`src/rtl/seq_checker_sat_counter.sv`:
```
// sat_counter
// Saturating up-counter: increments on inc, sticks at all-ones, never wraps.
// Ports:
//   clk : clock, rising edge
//   rst : asynchronous reset, active-high (clears q)
//   inc : increment request this cycle
//   q   : current count (ERR_W bits)
module sat_counter #(
  parameter int ERR_W = 16
) (
  input  logic             clk,
  input  logic             rst,
  input  logic             inc,
  output logic [ERR_W-1:0] q
);

  logic [ERR_W-1:0] q_q;
  logic [ERR_W-1:0] q_d;

  always_comb begin
    q_d = q_q;
    if (inc && (q_q != {ERR_W{1'b1}})) q_d = q_q + 1'b1;
  end

  always_ff @(posedge clk or posedge rst) begin
    if (rst) q_q <= '0;
    else     q_q <= q_d;
  end

  assign q = q_q;

endmodule

```
`config.mk`:
```
export PLATFORM = sky130hd
export DESIGN_NAME = sat_counter
export DESIGN_NICKNAME = d
export VERILOG_FILES = /design/src/rtl/seq_checker_sat_counter.sv
export SDC_FILE = /design/constraint.sdc
export NUM_CORES = 1
export LEC_CHECK = 0
export CORE_MARGIN = 4
export CORE_UTILIZATION = 51
export DETAILED_ROUTE_END_ITERATION = 8
export PLACE_DENSITY = 0.8
export SETUP_SLACK_MARGIN = 0.3
export SYNTH_ARGS = -nofsm -noshare
export SYNTH_HDL_FRONTEND = slang
export SYNTH_SLANG_ARGS = --single-unit
```
`constraint.sdc`:
```
create_clock -name clk -period 4.4 [get_ports clk]
set_input_delay 1.32 -clock clk [delete_from_list [all_inputs] [get_ports clk]]
set_output_delay 1.32 -clock clk [all_outputs]
set_load 0.005 [all_outputs]
```
# [Word level (Yosys, flattened, before mapping)]
# Index checks and enable logic that the tools add are counted.
[classes] add_sub_neg=1 n_eq_ne=1 reduce_logical=1
[ops] operator="adder 16 x 1 -> 16 bit, second input constant" count=1
[ops] operator="inequality test 16 bit, second input constant" count=1
[ops] operator="logical AND 1 bit" count=1
[totals] ff_bits=16 out_inout_bits=16 elab_cells=4

# [Depth between registers and ports, before layout]
[logic_depth] word_depth=2 mapped_depth=5

# [Worst setup path after synthesis]
# Ideal clock, no wire load.
[synth_timing] path_type="input-to-reg" startpoint="input port inc" endpoint="register q_q[14] (netlist: q[14])" t_arrival_ps=2097 required_time_ps=4275 slack_ps=2178 stages=4 path_cell_list="and4_1 -> nand3_1 -> nor2_1 -> mux2_2"
[synth_between] elab_chain_len=1
[synth_lines] item="start: declaration" line="13" rtl="input logic inc,"
[synth_lines] item="logical AND 1 bit" line="22" rtl="if (inc && (q_q != {ERR_W{1'b1}})) q_d = q_q + 1'b1;"
[synth_lines] item="end signal: assignment" line="27" rtl="else q_q <= q_d;"
[synth_lines] item="end: declaration" line="17" rtl="logic [ERR_W-1:0] q_q;"
# Every way passes these cells.
# A chain may end at the register's enable or synchronous reset.

# [Worst setup path after layout]
[layout_timing] startpoint="register q_q[4] (netlist: q[4])" endpoint="output port q[4]"
[layout_lines] item="end: declaration" line="14" rtl="output logic [ERR_W-1:0] q"
# No word-level cell between the ends.

==> impl_metrics.py <==
metrics = {
    "yosys": {
        "async_flop_share_pct": 100,
        "syn_area_um2": 806,
        "synth_edf_count": 0,
        "synthTopCellsByCount": "dfrtp_1 (16), xnor2_1 (11), nand3_1 (7)",
        "synth-seq-area-share_pct": 49.7,
        "ys_types": 22,
        "avgSynthCellArea_um2": 11.3,
        "yosysTopAreaCell": "dfrtp_1",
        "ys_seq_elements": 16,
        "yosys.area.top_type_share_pct": 49.7,
        "yosysMostFrequentCell": "dfrtp_1",
        "synthCells": 71,
        "ys.flop_type": "dfrtp_1",
        "synth_area_leaders": "dfrtp_1 (50%), xnor2_1 (12%), nand3_1 (4.3%)",
        "yosys_warnings": 0,
        "syn_nets": 75,
    },
    "worst_setup_path": {
        "cp_num_buf_inv": 1,
        "max_stage_delay_ns": 0.55,
        "path_cells": "clkdlybuf4s50_1",
        "reg2reg_slack_ns": 2.72,
        "crit_slowest_cell": "clkdlybuf4s50_1",
        "arrival_ns": 1.30,
        "crit_start": "q[4]",
        "reg2regPathDepth": 5,
        "path_max_fanout": 7,
        "worstSetupStartpointType": "flip-flop",
        "path_class": "flip-flop to output port",
        "r2r-end": "q[1]",
        "cp.required_ns": 3.08,
        "critical_path.endpoint_type": "output port",
        "cp_num_cells": 1,
        "worstReg2RegStart": "q[0]",
        "crit_family": "buffers and inverters",
    },
    "sta": {
        "min_period_ns": 2.62,
        "tightest_slew_ns": 0.598,
        "finalHoldViolCount": 0,
        "drv_slew": 0,
        "setup_viol": 0,
        "rsz0062_at_grt": "no",
        "skew_ns": 0.00176,
        "max_slew_margin_pct": 60.1,
        "finalCritPeriodShare_pct": 59.5,
        "maxClockFrequency_ghz": 0.382,
        "setup_tns_ns": 0,
        "fin_hold_ws_ns": 0.522,
    },
    "finish": {
        "largest_reg_flops": 16,
        "diodes": 0,
        "drive_above_1_share_pct": 12.9,
        "regArea_um2": 400,
        "finalInstanceArea_um2": 1040,
        "nets": 98,
        "fin_util_pct": 69.2,
        "syn_to_final_growth_pct": 29.3,
        "fillers": 122,
        "multiInputGateArea_um2": 402,
    },
    "drt": {
        "wl_um": 1570,
        "ant_nets": 0,
        "wl_per_cell_um": 14.4,
        "drt_iter0_markers": 11,
        "first_pass_iters": 4,
        "drc": 0,
        "routed_via_density": 5.60,
        "via_count": 610,
    },
    "floorplanning": {
        "chipWidth_um": 47.8,
        "die_y_um": 47.8,
        "die_area_um2": 2280,
        "core_um2": 1510,
        "start_util_pct": 53.5,
        "ios": 19,
        "core.rowCount": 14,
    },
    "power": {
        "p_total_w": 0.000468,
        "power_density_nw_per_um2": 449,
        "p_leak_nw": 0.459,
        "irDropWorstVdd_mv": 0.390,
    },
    "cts": {
        "htreeDepth": 1,
        "cts_setup_buffers": 0,
        "clk_latency_ns": 0.28,
        "cts_buffers": 3,
        "holdBufCountCts": 0,
        "cts_repair_resize_count": 0,
        "clockBufferDepth": 2,
        "cts-root-buf": "clkbuf_4",
        "cts_tree": "yes",
        "clk_pin_slew_ns": 0.09,
        "clock_sinks": 16,
    },
    "grt": {
        "grt_max_degree": 17,
        "grt_first_pass_wirelength_um": 2620,
        "globalRouteTotalUtil_pct": 17.2,
        "overflow": 0,
        "antenna_found_initial": 0,
        "grt_pass1_vias": 591,
    },
    "min_path": {
        "hp-start": "q[15]",
        "hold_class": "flip-flop to flip-flop",
        "whs_path_depth": 1,
        "hold_path_end": "q[15]",
    },
    "status": {
        "status": "finished clean",
    },
    "placed_design": {
        "io_buffers": 18,
        "hpwl_um": 1160,
        "placedInstanceArea_um2": 1010,
        "gp_congestion": 0.739,
    },
    "job": {
        "maxCapViolCount": 0,
    },
}
-- layout make-up --
class,count,share of cell area (%)
sequential,16,38.4
inverter,1,0.360
clock buffer,4,3.48
timing repair buffer,18,17.3
multi-input combinational,54,38.5
tap,16,1.92
-- routing by layer --
metal	track usage [%]	wire (µm)
met1	21.3	746
met2	26.9	745
met3	4.51	52
met4	9.68	22
met5	0	0
-- power breakdown --
group / switching, W / total (W) / internal (W)
sequential: 0.0000501 / 0.000229 / 0.000179
clock: 0.0000454 / 0.0000958 / 0.0000504
combinational: 0.0000516 / 0.000143 / 0.0000912
-- cell usage in the layout (no fill, tap or decap) --
cell type         n
clkdlybuf4s50_1  18
dfrtp_1          16
xnor2_1          11
nand3_1           7
nand2_1           6
nand4_1           5
and3_1            4
and4_1            3
nor2_1            3
clkbuf_4          3
mux2_2            2
a21oi_1           2
and4_2            1
mux2i_1           1
nand4_2           1
nor4_4            1
nand2b_1          1
nand4_4           1
nand2_2           1
inv_1             1
and3_2            1
and2_1            1
o21a_1            1
ha_1              1
clkbuf_8          1
-- worst max-delay path by stage --
stage                        to  slack (ns)
after floorplan           q[14]        2.18
after global placement    q[14]        1.56
after detailed placement  q[14]        1.48
after CTS                  q[4]        1.77
after global routing      q[14]        1.71
final                      q[4]        1.78
-- per-stage QoR --
step / cells / worst slack, ns
floorplan: 71 / 2.18
global placement: 105 / 1.56
detailed placement: 105 / 1.48
CTS: 109 / 1.77
global route: 109 / 1.71
finish: 109 / 1.78
-- cell families after synthesis --
| kind of cell | count (synthesis) | share of synthesized area [%] |
|---|---|---|
| simple gates | 36 | 30.1 |
| flops | 16 | 49.7 |
| xor+xnor | 11 | 12.0 |
| compound gates | 3 | 2.17 |
| mux | 3 | 4.04 |
| buf+inv | 1 | 0.465 |
| fa+ha+maj | 1 | 1.55 |
(Power assumes the default switching activity.)
